**src/rtl/writeback_stage_if.sv**
```systemverilog
// EX->WB boundary bundle for the writeback stage: EX-stage control and data,
// raw switch pins, register-file write port, HEX output and forwarding selects.
interface writeback_stage_if #(
  parameter int XLEN = 32
);
  logic            valid_EX;
  logic            regwrite_EX;
  logic [1:0]      regsel_EX;
  logic            gpio_we_EX;
  logic [4:0]      rd_EX;
  logic [4:0]      rs1_EX;
  logic [4:0]      rs2_EX;
  logic [XLEN-1:0] alu_r_EX;
  logic [19:0]     imm20_EX;
  logic [XLEN-1:0] gpio_wdata_EX;
  logic [XLEN-1:0] gpio_in;

  logic            regwrite_WB;
  logic [4:0]      rd_WB;
  logic [XLEN-1:0] writedata_WB;
  logic [XLEN-1:0] gpio_out;
  logic            fwd_a;
  logic            fwd_b;

  // EX side / core: drives the instruction bundle, consumes WB results
  modport master (
    output valid_EX, regwrite_EX, regsel_EX, gpio_we_EX, rd_EX, rs1_EX, rs2_EX,
           alu_r_EX, imm20_EX, gpio_wdata_EX, gpio_in,
    input  regwrite_WB, rd_WB, writedata_WB, gpio_out, fwd_a, fwd_b
  );

  // writeback stage
  modport slave (
    input  valid_EX, regwrite_EX, regsel_EX, gpio_we_EX, rd_EX, rs1_EX, rs2_EX,
           alu_r_EX, imm20_EX, gpio_wdata_EX, gpio_in,
    output regwrite_WB, rd_WB, writedata_WB, gpio_out, fwd_a, fwd_b
  );
endinterface

```
**src/rtl/writeback_stage.sv**
```systemverilog
// EX->WB pipeline register of the 3-stage RV32 core. Selects and registers the
// writeback value, qualifies the register-file write, owns the HEX output
// register and the switch synchronizer, and produces WB->EX forwarding selects.
module writeback_stage #(
  parameter int              XLEN     = 32,
  parameter logic [XLEN-1:0] GPIO_RST = '0
) (
  input logic             clk,
  input logic             rst,
  writeback_stage_if.slave bus
);

  logic [XLEN-1:0] sync1;
  logic [XLEN-1:0] sync2;
  logic [XLEN-1:0] wb_data_next;
  logic            regwrite_next;
  logic            gpio_load;
  logic            regwrite_q;
  logic [4:0]      rd_q;
  logic [XLEN-1:0] writedata_q;
  logic [XLEN-1:0] gpio_q;

  // Two-flop synchronizer on the asynchronous switch pins, nothing between flops
  always_ff @(posedge clk or posedge rst) begin
    if (rst) begin
      sync1 <= '0;
      sync2 <= '0;
    end else begin
      sync1 <= bus.gpio_in;
      sync2 <= sync1;
    end
  end

  // Writeback source select and write qualification, evaluated during EX.
  // Case-equality makes an X/Z controller bit behave as 0 in simulation.
  always_comb begin
    wb_data_next = '0;
    case (bus.regsel_EX)
      2'b00:   wb_data_next = sync2;
      2'b01:   wb_data_next = {bus.imm20_EX, {(XLEN-20){1'b0}}};
      2'b10:   wb_data_next = bus.alu_r_EX;
      default: wb_data_next = '0;
    endcase
    regwrite_next = bus.valid_EX & (bus.regwrite_EX === 1'b1) & (bus.rd_EX != 5'd0);
    gpio_load     = bus.valid_EX & (bus.gpio_we_EX === 1'b1);
  end

  // EX->WB register; address/data load every edge, only the enable is qualified
  always_ff @(posedge clk or posedge rst) begin
    if (rst) begin
      regwrite_q  <= 1'b0;
      rd_q        <= 5'd0;
      writedata_q <= '0;
    end else begin
      regwrite_q  <= regwrite_next;
      rd_q        <= bus.rd_EX;
      writedata_q <= wb_data_next;
    end
  end

  // HEX display register written by csrrw, holds otherwise
  always_ff @(posedge clk or posedge rst) begin
    if (rst) begin
      gpio_q <= GPIO_RST;
    end else if (gpio_load) begin
      gpio_q <= bus.gpio_wdata_EX;
    end
  end

  // rd_q is never 0 while regwrite_q is set, so x0 sources never forward
  assign bus.fwd_a        = regwrite_q & (rd_q == bus.rs1_EX);
  assign bus.fwd_b        = regwrite_q & (rd_q == bus.rs2_EX);
  assign bus.regwrite_WB  = regwrite_q;
  assign bus.rd_WB        = rd_q;
  assign bus.writedata_WB = writedata_q;
  assign bus.gpio_out     = gpio_q;

endmodule

```
**src/flat_wrapper.sv**
```systemverilog
// flat-port wrapper written by rule: the top's interface ports become plain ports
module writeback_stage_flat 
#(
  parameter int              XLEN     = 32,
  parameter logic [XLEN-1:0] GPIO_RST = '0
)
  (clk, rst, bus_valid_EX, bus_regwrite_EX, bus_regsel_EX, bus_gpio_we_EX, bus_rd_EX, bus_rs1_EX, bus_rs2_EX, bus_alu_r_EX, bus_imm20_EX, bus_gpio_wdata_EX, bus_gpio_in, bus_regwrite_WB, bus_rd_WB, bus_writedata_WB, bus_gpio_out, bus_fwd_a, bus_fwd_b);
  writeback_stage_if #(.XLEN(XLEN)) bus_i ();
  input logic clk;
  input logic rst;
  input wire logic [$bits(bus_i.valid_EX)-1:0] bus_valid_EX;
  input wire logic [$bits(bus_i.regwrite_EX)-1:0] bus_regwrite_EX;
  input wire logic [$bits(bus_i.regsel_EX)-1:0] bus_regsel_EX;
  input wire logic [$bits(bus_i.gpio_we_EX)-1:0] bus_gpio_we_EX;
  input wire logic [$bits(bus_i.rd_EX)-1:0] bus_rd_EX;
  input wire logic [$bits(bus_i.rs1_EX)-1:0] bus_rs1_EX;
  input wire logic [$bits(bus_i.rs2_EX)-1:0] bus_rs2_EX;
  input wire logic [$bits(bus_i.alu_r_EX)-1:0] bus_alu_r_EX;
  input wire logic [$bits(bus_i.imm20_EX)-1:0] bus_imm20_EX;
  input wire logic [$bits(bus_i.gpio_wdata_EX)-1:0] bus_gpio_wdata_EX;
  input wire logic [$bits(bus_i.gpio_in)-1:0] bus_gpio_in;
  output wire logic [$bits(bus_i.regwrite_WB)-1:0] bus_regwrite_WB;
  output wire logic [$bits(bus_i.rd_WB)-1:0] bus_rd_WB;
  output wire logic [$bits(bus_i.writedata_WB)-1:0] bus_writedata_WB;
  output wire logic [$bits(bus_i.gpio_out)-1:0] bus_gpio_out;
  output wire logic [$bits(bus_i.fwd_a)-1:0] bus_fwd_a;
  output wire logic [$bits(bus_i.fwd_b)-1:0] bus_fwd_b;
  assign bus_i.valid_EX = bus_valid_EX;
  assign bus_i.regwrite_EX = bus_regwrite_EX;
  assign bus_i.regsel_EX = bus_regsel_EX;
  assign bus_i.gpio_we_EX = bus_gpio_we_EX;
  assign bus_i.rd_EX = bus_rd_EX;
  assign bus_i.rs1_EX = bus_rs1_EX;
  assign bus_i.rs2_EX = bus_rs2_EX;
  assign bus_i.alu_r_EX = bus_alu_r_EX;
  assign bus_i.imm20_EX = bus_imm20_EX;
  assign bus_i.gpio_wdata_EX = bus_gpio_wdata_EX;
  assign bus_i.gpio_in = bus_gpio_in;
  assign bus_regwrite_WB = bus_i.regwrite_WB;
  assign bus_rd_WB = bus_i.rd_WB;
  assign bus_writedata_WB = bus_i.writedata_WB;
  assign bus_gpio_out = bus_i.gpio_out;
  assign bus_fwd_a = bus_i.fwd_a;
  assign bus_fwd_b = bus_i.fwd_b;
  writeback_stage #(.XLEN(XLEN), .GPIO_RST(GPIO_RST)) u_core (.clk(clk), .rst(rst), .bus(bus_i));
endmodule
```
**config.mk**
```make
export PLATFORM = sky130hd
export DESIGN_NAME = writeback_stage_flat
export DESIGN_NICKNAME = d
export VERILOG_FILES = /design/src/rtl/writeback_stage_if.sv /design/src/rtl/writeback_stage.sv /design/src/flat_wrapper.sv
export SDC_FILE = /design/constraint.sdc
export NUM_CORES = 1
export LEC_CHECK = 0
export BUFFER_PORTS_ARGS = -buffer_cell sky130_fd_sc_hd__buf_2
export CAP_MARGIN = 20
export CORE_MARGIN = 2
export CORE_UTILIZATION = 40
export DETAILED_ROUTE_END_ITERATION = 8
export MAX_ROUTING_LAYER = met4
export PLACE_DENSITY = 0.74
export SLEW_MARGIN = 20
export SYNTH_ARGS = -nofsm -noshare
export SYNTH_HDL_FRONTEND = slang
export SYNTH_SLANG_ARGS = --single-unit
export TNS_END_PERCENT = 1
```
**constraint.sdc**
```tcl
create_clock -name clk -period 3.77 [get_ports clk]
set_input_delay 0.1885 -clock clk [delete_from_list [all_inputs] [get_ports clk]]
set_output_delay 0.1885 -clock clk [all_outputs]
set_load 0.03 [all_outputs]
```
---- Word-level counts from Yosys, hierarchy flattened ----
Index checks and enable logic that the tools add are counted.
storage, ports and cells
  register bits after elaboration ......... 134
  output and inout port bits .............. 72
  word-level logic and storage cells ...... 20
cells by class
  equal/unequal tests ..................... 6
  multiplexer cells ....................... 1
  bitwise gates (word level) .............. 5
  reduce and logical (&&, ||, !) cells .... 2
operators by type and width
  kind                   count
  $pmux W32 S3           1
  $eq A5 B5 Y1           2
  $and A1 B1 Y1          5
  $reduce_bool A5 Y1     1
  $eq A2 B1 Y1 const B   1
  $eq A2 B2 Y1 const B   1
  $eqx A1 B1 Y1 const B  2
  $logic_not A2 Y1       1

---- Logic depth before layout (Yosys ltp) ----
Gate-level depths: netlist (run 1).
  depth after elaboration ................. 3
  gate-level depth with buffers ........... 5
  depth with buffers taken out ............ 3

---- Worst setup path after synthesis (run 1) ----
Ideal clock, no wire load.
  path kind ............................... register -> output
  start point ............................. reg u_core.rd_q[2], in the netlist u_core.bus.rd_WB[2]
  end point ............................... out bus_fwd_b
  data arrival time ....................... 1.290 ns
  data required time ...................... 3.582 ns
  slack ................................... 2.292 ns
  stages on the path, launching flop included .. 4
  cells stage by stage .................... dfrtp_1 -> xor2_1 -> nor4_1 -> and3_1
on the way
  longest elaborated chain between the ends .. 2
RTL lines
  item                    line                   RTL
  start, declared         writeback_stage.sv:19  logic [4:0] rd_q;
  start signal, assigned  writeback_stage.sv:56  rd_q <= bus.rd_EX;
  $eq A5 B5 Y1            writeback_stage.sv:72  assign bus.fwd_b = regwrite_q & (rd_q == bus.rs2_EX);
  $and A1 B1 Y1           writeback_stage.sv:72
  end, declared           flat_wrapper.sv:27     output wire logic [$bits(bus_i.fwd_b)-1:0] bus_fwd_b;
No other way between the ends.

---- Worst setup path in the final report (run 1) ----
Same ends and word-level chain as after synthesis.

==> flow_metrics.env, run 1 <==
export IMPL_outcome="completed"
export IMPL_start_kind="flop"
export IMPL_drt_wl_total_mm=11.5
export IMPL_cts_root_buf="clkbuf_16"
export IMPL_die_area_um2=12500
export IMPL_arrival_ns=1.71
export IMPL_grt_max_degree=109
export IMPL_cts_buffers=17
export IMPL_tightest_slew_ns=0.762
export IMPL_vdd_ir_drop_max_uv=363
export IMPL_drive_gt1_frac=0.462
export IMPL_hold_path_startpoint="bus_alu_r_EX[23]"
export IMPL_cap_violations=0
export IMPL_seqPwrFrac=0.389
export IMPL_min_period_ns=1.90
export IMPL_first_pass_iters=4
export IMPL_antenna_left=0
export IMPL_p_int_mw=3.14
export IMPL_stdcell_count=738
export IMPL_p_leak_nw=3.75
export IMPL_slowest_delay_ns=0.42
export IMPL_hold_path_class="input pin to flop"
export IMPL_finalSetupTns_ns=0
export IMPL_startpoint="u_core.bus.rd_WB[2]$_DFF_PP0_"
export IMPL_cp_cell_sequence="xor2_1 > nor4_1 > and3_1 > buf_2"
export IMPL_finalCritPeriodShare=0.504
export IMPL_synthTopCellsByArea="dfrtp_1 72%, mux2_4 9.7%, mux2i_1 6.9%"
export IMPL_grt_pass1_vias=3734
export IMPL_p_clk_frac=0.467
export IMPL_cts_tree="built"
export IMPL_yosysUniqueCellTypes=23
export IMPL_num_vias=3338
export IMPL_combPwrFrac=0.144
export IMPL_drc=0
export IMPL_die_y_um=112
export IMPL_place_gp_congestion=0.787
export IMPL_ys_seq_area_frac=0.721
export IMPL_clkLatencyLatePin_ns=0.42
export IMPL_drt_initial_drc_count=154
export IMPL_syn2layout_area_growth_pct=56.9
export IMPL_dp_hpwl_mm=7.24
export IMPL_row_count=39
export IMPL_htreeDepth=4
export IMPL_endpoint_kind="primary output"
export IMPL_syn_nets=420
export IMPL_power_density_nw_per_um2=565
export IMPL_top_level_ports=210
export IMPL_skew_ns=0.00933
export IMPL_path_clk_slew_ns=0.06
export IMPL_die_x_um=112
export IMPL_cts_resized=0
export IMPL_crit_type="flop to primary output"
export IMPL_yosys_warnings=0
export IMPL_start_util=0.409
export IMPL_final_nets=720
export IMPL_clock_sinks=134
export IMPL_antenna_cells=0
export IMPL_synth_cells=282
export IMPL_track_usage=0.195
export IMPL_syn_cell_area_um2=4650
export IMPL_cts_buffer_depth=2
export IMPL_synth_top_cell_area_share=0.721
export IMPL_wl_per_cell_um=15.6
export IMPL_grt_pass1_wl_mm=17.9
export IMPL_worstPathRequired_ns=3.58
export IMPL_yosysTopAreaCell="dfrtp_1"
export IMPL_switching_share=0.238
export IMPL_place_port_buffers=209
export IMPL_rsz0062_at_grt="no"
export IMPL_fmaxAchievable_mhz=526
export IMPL_slew_limit_headroom=0.492
export IMPL_worstPathMaxFanout=3
export IMPL_vias_per_cell=4.52
export IMPL_ys_ff_latch=134
export IMPL_final_hold_viol_count=0
export IMPL_regToRegStartpoint="u_core.sync2[24]$_DFF_PP0_"
export IMPL_power_total_mw=4.12
export IMPL_antenna_found_initial=0
export IMPL_design_core_area_um2=11400
export IMPL_synth_avg_cell_area_um2=16.5
export IMPL_p_switching_mw=0.979
export IMPL_final_setup_viol_count=0
export IMPL_slew_violations=0
export IMPL_critical_path_slowest_cell="dfrtp_1"
export IMPL_globalRouteOverflowTotal=0
export IMPL_dp_cells=623
-- power by group through the flow --
stage | sequential [mW] | clock, mW | combinational, mW
6_report | 1.60 | 1.93 | 0.592
5_1_grt | 1.62 | 2.03 | 0.628
4_1_cts | 1.60 | 1.95 | 0.592
3_5_place_dp | 1.63 | 0 | 0.522
3_3_place_gp | 1.62 | 0 | 0.512
2_1_floorplan | 1.79 | 0 | 0.175
-- repair_timing --
action,in CTS,in global routing
setup buffers,0,0
hold buffers,83,0
hold endpoints to repair,108,0
-- synth_stat cells --
cell type	instances
buf_4	5
o311a_1	1
or3_1	1
nor4_1	2
inv_1	1
buf_12	3
mux2i_1	32
nand2_1	20
clkbuf_1	2
nor2b_1	1
o21ai_0	17
nor2_1	12
nand2_4	1
mux2_2	2
xor2_1	8
dfrtp_1	134
xnor2_1	2
buf_8	1
o21ai_1	3
buf_2	1
mux2_4	30
and3_1	2
buf_6	1
-- critical path, delay by kind of cell, from the launching register on --
family	cells	cell delay [ns]
flops	1	0.42
xor+xnor	1	0.17
buf+inv	1	0.19
simple gates	2	0.51
-- cells by family after synthesis --
group / after synthesis / share of synthesized area
DFF: 134 / 0.721
muxes: 64 / 0.170
and+or+nand+nor: 39 / 0.0363
AOI/OAI and AO/OA: 21 / 0.0237
buffers and inverters: 14 / 0.0301
xor gates and xnor gates: 10 / 0.0188
-- worst paths after layout --
kind / end / slack, ns / cells past startpoint
min: u_core.bus.writedata_WB[23]$_DFF_PP0_ / 0.01 / 3
max: bus_fwd_b / 1.87 / 4
min in group asynchronous: u_core.bus.gpio_out[22]$_DFFE_PP0P_ / 0.41 / 3
max reg2reg: u_core.bus.writedata_WB[24]$_DFF_PP0_ / 2.91 / 2
max in group asynchronous: u_core.sync1[8]$_DFF_PP0_ / 2.46 / 4
min reg2reg: u_core.sync2[4]$_DFF_PP0_ / 0.35 / 0
-- flip-flops by register name, indices dropped and copies added (netlist names) --
| name | flops |
|---|---|
| u_core.bus.rd_WB | 5 |
| u_core.bus.gpio_out | 32 |
| u_core.bus.writedata_WB | 32 |
| u_core.bus.regwrite_WB | 1 |
| u_core.sync2 | 32 |
| u_core.sync1 | 32 |
-- cell type report --
type / instances / area, um^2
Tap cell: 143 / 179
Multi-Input combinational cell: 134 / 1160
Inverter: 1 / 7.51
Fill cell: 809 / 4070
Timing Repair Buffer: 294 / 1900
Sequential cell: 134 / 3350
Clock buffer: 20 / 447
Clock inverter: 12 / 249
-- metrics by stage --
step	hold WS, ns	worst slack [ns]	utilization	cell area (um^2)
after floorplan	0.220	1.92	-	4660
after global placement	0.297	1.78	0.507	5770
after detailed placement	0.298	2.04	0.508	5770
after CTS	0.00127	1.84	0.642	7300
after global routing	0.00454	1.77	0.642	7300
final	0.0121	1.87	0.642	7300
-- metal layers --
metal,up-vias,GRT usage,share of wire
li1,1545,-,-
met1,1614,0.202,0.37
met2,142,0.337,0.54
met3,37,0.0572,0.054
met4,0,0.0971,0.033
met5,-,-,0
-- cell usage in the layout (no fill, tap or decap), types with 7 or more instances in the layout --
master,instances
o21ai_0,17
xor2_1,8
nand2_1,20
nor2_1,12
buf_2,209
clkbuf_16,17
dfrtp_1,134
bufinv_16,7
mux2i_1,32
mux2_4,30
dlygate4sd3_1,83
Note: power is estimated with default switching activity, not from simulation.
==> run 2: changes to the inputs <==
--- a/config.mk
+++ b/config.mk
@@ -5,13 +5,14 @@
 export SDC_FILE = /design/constraint.sdc
 export NUM_CORES = 1
 export LEC_CHECK = 0
+export ABC_AREA = 1
 export BUFFER_PORTS_ARGS = -buffer_cell sky130_fd_sc_hd__buf_2
 export CAP_MARGIN = 20
 export CORE_MARGIN = 2
 export CORE_UTILIZATION = 40
 export DETAILED_ROUTE_END_ITERATION = 8
 export MAX_ROUTING_LAYER = met4
-export PLACE_DENSITY = 0.74
+export PLACE_DENSITY = 0.72
 export SLEW_MARGIN = 20
 export SYNTH_ARGS = -nofsm -noshare
 export SYNTH_HDL_FRONTEND = slang
==> constraint.sdc (replaced) <==
create_clock -name clk -period 1.8 [get_ports clk]
set_input_delay 0.09 -clock clk [delete_from_list [all_inputs] [get_ports clk]]
set_output_delay 0.09 -clock clk [all_outputs]
set_load 0.03 [all_outputs]
==> flow_metrics.env, run 2 <==
export IMPL_start_util=0.415
export IMPL_ys_async_sr_fraction=1.00
export IMPL_grt_pass1_vias=4510
export IMPL_vias_per_cell=4.58
export IMPL_power_total_mw=8.09
export IMPL_globalRouteOverflowTotal=0
export IMPL_final_hold_viol_count=0
export IMPL_synthFlopType="dfrtp_1"
export IMPL_ys_ff_latch=134
export IMPL_syn_nets=541
export IMPL_drt_initial_drc_count=252
export IMPL_skew_ns=0.00462
export IMPL_design_core_area_um2=11000
export IMPL_dp_hpwl_mm=7.61
export IMPL_antenna_cells=0
export IMPL_synthTopCellsByArea="dfrtp_1 74%, nand2_1 12%, nand3_1 5.8%"
export IMPL_yosysUniqueCellTypes=14
export IMPL_min_period_ns=1.48
export IMPL_rsz0062_at_grt="no"
export IMPL_p_leak_nw=4.02
export IMPL_finalCritPeriodShare=0.824
export IMPL_path_clk_slew_ns=0.06
export IMPL_antenna_found_initial=0
export IMPL_place_gp_congestion=0.840
export IMPL_layout_common_cells="209 x buf_2, 151 x nand2_1, 134 x dfrtp_1"
export IMPL_clock_sinks=134
export IMPL_tightest_slew_ns=1.02
export IMPL_synth_most_common_cell="nand2_1"
export IMPL_yosys_warnings=0
export IMPL_die_x_um=111
export IMPL_top_level_ports=210
export IMPL_layout_commonest_cell="buf_2"
export IMPL_worstPathRequired_ns=1.71
export IMPL_cts_root_buf="clkbuf_16"
export IMPL_clkLatencyLatePin_ns=0.41
export IMPL_regToRegStartpoint="u_core.sync2[28]$_DFF_PP0_"
export IMPL_critical_path_slowest_cell="dfrtp_1"
export IMPL_cp_cell_sequence="nand2_1 > nand2_1 > nor2_1 > nand2_1 > nor2_1 > buf_2"
export IMPL_grt_max_degree=55
export IMPL_final_nets=879
export IMPL_crit_type="flop to primary output"
export IMPL_synth_top_cell_area_share=0.736
export IMPL_vdd_ir_drop_max_uv=668
export IMPL_final_setup_viol_count=0
export IMPL_yosysTopAreaCell="dfrtp_1"
export IMPL_fmaxAchievable_mhz=674
export IMPL_finalSetupTns_ns=0
export IMPL_slowest_delay_ns=0.42
export IMPL_synth_cells=403
export IMPL_synth_avg_cell_area_um2=11.3
export IMPL_rr_worst_depth=3
export IMPL_htreeDepth=4
export IMPL_syn_cell_area_um2=4550
export IMPL_track_usage=0.221
export IMPL_synth_edff_count=0
export IMPL_cts_buffer_depth=2
export IMPL_worstPathMaxFanout=5
export IMPL_syn2layout_area_growth_pct=66.4
export IMPL_drc=0
export IMPL_worst_r2r_setup_slack_ns=0.57
export IMPL_antenna_left=0
export IMPL_startpoint="u_core.bus.rd_WB[0]$_DFF_PP0_"
export IMPL_die_y_um=111
export IMPL_endpoint_kind="primary output"
export IMPL_arrival_ns=1.39
export IMPL_final_util=0.690
export IMPL_wl_per_cell_um=14.1
export IMPL_hold_path_class="input pin to flop"
export IMPL_cap_violations=0
export IMPL_die_area_um2=12300
export IMPL_hold_path_startpoint="bus_valid_EX"
export IMPL_cts_buffers=17
export IMPL_outcome="completed"
export IMPL_yosys_top_cells_count="151 x nand2_1, 134 x dfrtp_1, 53 x nand3_1"
export IMPL_place_port_buffers=209
export IMPL_ys_seq_area_frac=0.736
export IMPL_cts_tree="built"
export IMPL_start_kind="flop"
export IMPL_power_density_nw_per_um2=1070
export IMPL_num_vias=4089
export IMPL_drt_wl_total_mm=12.6
export IMPL_hold_path_cell_count=4
export IMPL_slew_violations=0
export IMPL_drive_gt1_frac=0.333
export IMPL_path_common_cell="nand2_1"
export IMPL_grt_pass1_wl_mm=21.0
export IMPL_first_pass_iters=4
export IMPL_row_count=38
export IMPL_slew_limit_headroom=0.320
## run 2: final timing paths
kind,to
setup / recovery,bus_fwd_a
hold / removal,u_core.bus.gpio_out[9]$_DFFE_PP0P_
setup reg to reg,u_core.bus.writedata_WB[28]$_DFF_PP0_
hold reg to reg,u_core.sync2[23]$_DFF_PP0_
max in group asynchronous,u_core.bus.writedata_WB[6]$_DFF_PP0_
min in group asynchronous,u_core.sync2[23]$_DFF_PP0_
## run 2: cell families after synthesis
family	share of synthesized area
and+or+nand+nor	0.201
buffers and inverters	0.0401
DFF	0.736
AOI/OAI and AO/OA	0.0231
## run 2: metal layers
metal  global-route usage  routed length [um]  part of all wire
met2                0.371                6610              0.52
met3               0.0530                 574             0.046
met4                0.125                 532             0.042
met1                0.243                4870              0.39
met5                    -                   0                 0
## run 2: power breakdown
part / total (mW) / internal, mW / switching, mW
combinational: 1.22 / 0.510 / 0.708
sequential: 3.34 / 3.24 / 0.0959
clock: 3.54 / 2.28 / 1.25
## run 2: what timing repair did
action / in CTS / in global routing
endpoints found under the setup margin: 0 / 0
setup buffers: 0 / 0
gates resized for setup: 0 / 0
endpoints found under the hold margin: 122 / 0
hold buffers: 123 / 0
## run 2: area by class of cell
cell class | instances | area [um^2]
fill | 730 | 3400
sequential | 134 | 3350
timing repair buffer | 338 | 2350
multi-input combinational | 232 | 1020
clock buffer | 20 | 467
tap | 140 | 175
clock inverter | 11 | 146
inverter | 18 | 71.3
## run 2: critical path, delay by kind of cell, from the launching register on
kind	cells	cell delay, ns
and+or+nand+nor	5	0.36
DFF	1	0.42
buffers and inverters	1	0.20
## run 2: per-stage QoR
stage                     instance area [um^2]  cells  worst slack [ns]  hold slack [ns]
final                                     7580    893             0.317            0.218
after global routing                      7580    893             0.189            0.240
after CTS                                 7580    893             0.299            0.189
after detailed placement                  5730    739             0.525            0.181
after global placement                    5730    739             0.638            0.184
after floorplan                           4560    403            0.0448            0.121
==> run 3: changes to the inputs <==
--- a/config.mk
+++ b/config.mk
@@ -12,7 +12,7 @@
 export CORE_UTILIZATION = 40
 export DETAILED_ROUTE_END_ITERATION = 8
 export MAX_ROUTING_LAYER = met4
-export PLACE_DENSITY = 0.72
+export PLACE_DENSITY = 0.75
 export SLEW_MARGIN = 20
 export SYNTH_ARGS = -nofsm -noshare
 export SYNTH_HDL_FRONTEND = slang
==> constraint.sdc (replaced) <==
create_clock -name clk -period 1.2 [get_ports clk]
set_input_delay 0.06 -clock clk [delete_from_list [all_inputs] [get_ports clk]]
set_output_delay 0.06 -clock clk [all_outputs]
set_load 0.03 [all_outputs]
==> flow_metrics.env, run 3 (synthesis results as in run 2) <==
export IMPL_p_clk_frac=0.421
export IMPL_cts_buffer_depth=2
export IMPL_final_hold_viol_count=0
export IMPL_skew_ns=0.00294
export IMPL_drive_gt1_frac=0.336
export IMPL_critical_path_slowest_cell="dfrtp_1"
export IMPL_clock_sinks=134
export IMPL_wl_per_cell_um=15.3
export IMPL_grt_util_met2=0.425
export IMPL_cts_buffers=17
export IMPL_fmaxAchievable_mhz=681
export IMPL_rsz0062_at_grt="yes"
export IMPL_min_period_ns=1.47
export IMPL_antenna_found_initial=1
export IMPL_outcome="finished, violations left"
export IMPL_grt_pass1_vias=4694
export IMPL_drt_initial_drc_count=228
export IMPL_vdd_ir_drop_max_uv=1030
export IMPL_switching_share=0.263
export IMPL_final_nets=895
export IMPL_layout_common_cells="207 x buf_2, 149 x nand2_1, 134 x dfrtp_1"
export IMPL_setup_ws_ns=-0.268
export IMPL_top_level_ports=210
export IMPL_grt_pass1_wl_mm=22.3
export IMPL_power_density_nw_per_um2=1540
export IMPL_die_area_um2=12300
export IMPL_stdcell_count=911
export IMPL_use_met1=0.242
export IMPL_layout_commonest_cell="buf_2"
export IMPL_violations="setup timing"
export IMPL_arrival_ns=1.41
export IMPL_drc=0
export IMPL_regToRegStartpoint="u_core.sync2[31]$_DFF_PP0_"
export IMPL_cts_tree="built"
export IMPL_die_x_um=111
export IMPL_htreeDepth=4
export IMPL_die_y_um=111
export IMPL_dp_hpwl_mm=7.74
export IMPL_seqPwrFrac=0.421
export IMPL_first_pass_iters=4
export IMPL_worstPathMaxFanout=3
export IMPL_place_port_buffers=209
export IMPL_hold_path_class="input pin to flop"
export IMPL_cap_violations=0
export IMPL_syn2layout_area_growth_pct=69.9
export IMPL_cp_cell_sequence="buf_4 > nand2_1 > nand4_1 > nor2_2 > buf_6"
export IMPL_grtUsageMet3=0.0558
export IMPL_cts_root_buf="clkbuf_16"
export IMPL_place_gp_congestion=0.833
export IMPL_design_core_area_um2=11000
export IMPL_final_setup_viol_count=2
export IMPL_grt_max_degree=56
export IMPL_endpoint_kind="primary output"
export IMPL_tightest_slew_ns=0.355
export IMPL_rr_endpoint="u_core.bus.writedata_WB[31]$_DFF_PP0_"
export IMPL_dp_slack_ns=0.115
export IMPL_antenna_left=0
export IMPL_slew_limit_headroom=0.763
export IMPL_slowest_delay_ns=0.39
export IMPL_dp_cells=744
export IMPL_cp_endpoint="bus_fwd_b"
export IMPL_path_clk_slew_ns=0.06
export IMPL_row_count=38
export IMPL_p_switching_mw=3.14
export IMPL_start_kind="flop"
export IMPL_p_leak_nw=4.21
export IMPL_drt_wl_total_mm=13.9
export IMPL_p_int_mw=8.78
export IMPL_worstPathRequired_ns=1.14
export IMPL_vias_per_cell=4.64
export IMPL_worst_r2r_setup_slack_ns=0.04
export IMPL_track_usage=0.240
export IMPL_slew_violations=0
export IMPL_gr_max_usage_layer="met2"
export IMPL_rr_worst_depth=3
export IMPL_clkLatencyLatePin_ns=0.41
export IMPL_globalRouteOverflowTotal=0
export IMPL_startpoint="u_core.bus.rd_WB[3]$_DFF_PP0_"
export IMPL_combPwrFrac=0.159
export IMPL_finalCritPeriodShare=1.22
export IMPL_crit_type="flop to primary output"
export IMPL_num_vias=4226
export IMPL_start_util=0.415
## run 3: cell types whose count changed in the layout (fill, tap and decap cells not counted), sizes merged
cell          before  now
dlymetal6s4s       0   14
diode              0    1
bufinv             3    2
buf              215  221
dlygate4sd3      123  119
clkinv             4    7
clkinvlp           3    2
## run 3: worst min-delay path by stage
stage | from | end | slack [ns] | cells past startpoint
after CTS | rst | u_core.bus.gpio_out[23]$_DFFE_PP0P_ | 0.17 | 3
after floorplan | bus_rd_EX[0] | u_core.bus.rd_WB[0]$_DFF_PP0_ | 0.09 | 0
after global placement | rst | u_core.bus.gpio_out[27]$_DFFE_PP0P_ | 0.06 | 2
after global routing | bus_imm20_EX[1] | u_core.bus.writedata_WB[13]$_DFF_PP0_ | 0.06 | 4
after detailed placement | rst | u_core.bus.gpio_out[27]$_DFFE_PP0P_ | 0.06 | 2
final | bus_imm20_EX[7] | u_core.bus.writedata_WB[19]$_DFF_PP0_ | 0.05 | 4
## run 3: area by class of cell
class,instances,area [um^2]
Clock inverter,12,128
Multi-Input combinational cell,232,1030
Antenna cell,1,2.50
Timing Repair Buffer,354,2540
Inverter,18,71.3
Tap cell,140,175
Fill cell,711,3240
Sequential cell,134,3350
Clock buffer,20,447
## run 3: power groups by stage
| stage | registers [mW] | logic (mW) | clock network, mW |
|---|---|---|---|
| 3_3_place_gp | 5.06 | 1.44 | 0 |
| 6_report | 5.01 | 1.89 | 5.01 |
| 4_1_cts | 5.00 | 1.84 | 5.09 |
| 3_5_place_dp | 5.07 | 1.47 | 0 |
| 5_1_grt | 5.04 | 2.03 | 5.34 |
| 2_1_floorplan | 5.54 | 0.401 | 0 |
## run 3: layer usage
| layer | up-vias | wire (um) |
|---|---|---|
| met5 | - | 0 |
| met3 | 54 | 707 |
| li1 | 1982 | - |
| met4 | 0 | 558 |
| met2 | 178 | 7610 |
| met1 | 2012 | 5040 |
## run 3: worst max-delay path: cells and delay by family, from the launching register on
kind / cells / cell delay, ns
simple gates: 3 / 0.32
buf+inv: 2 / 0.29
flops: 1 / 0.39
## run 3: timing repair
action / 4_1_cts / 5_1_grt
setup buffers: 1 / 0
pin swaps: 1 / 0
setup endpoints to repair: 2 / 17
hold buffers: 133 / 0
resized for setup: 2 / 18
hold endpoints to repair: 236 / 0
## run 3: metrics by stage
step | area [um^2] | total power [mW] | utilization | setup TNS [ns] | hold slack, ns
after floorplan | 4560 | 5.94 | - | -70.61 | 0.0914
after global placement | 5770 | 6.50 | 0.526 | 0 | 0.0626
after detailed placement | 5770 | 6.54 | 0.526 | 0 | 0.0596
after CTS | 7690 | 11.9 | 0.700 | -0.503 | 0.168
after global routing | 7740 | 12.4 | 0.705 | -0.691 | 0.0589
final | 7740 | 11.9 | 0.705 | -0.531 | 0.0466
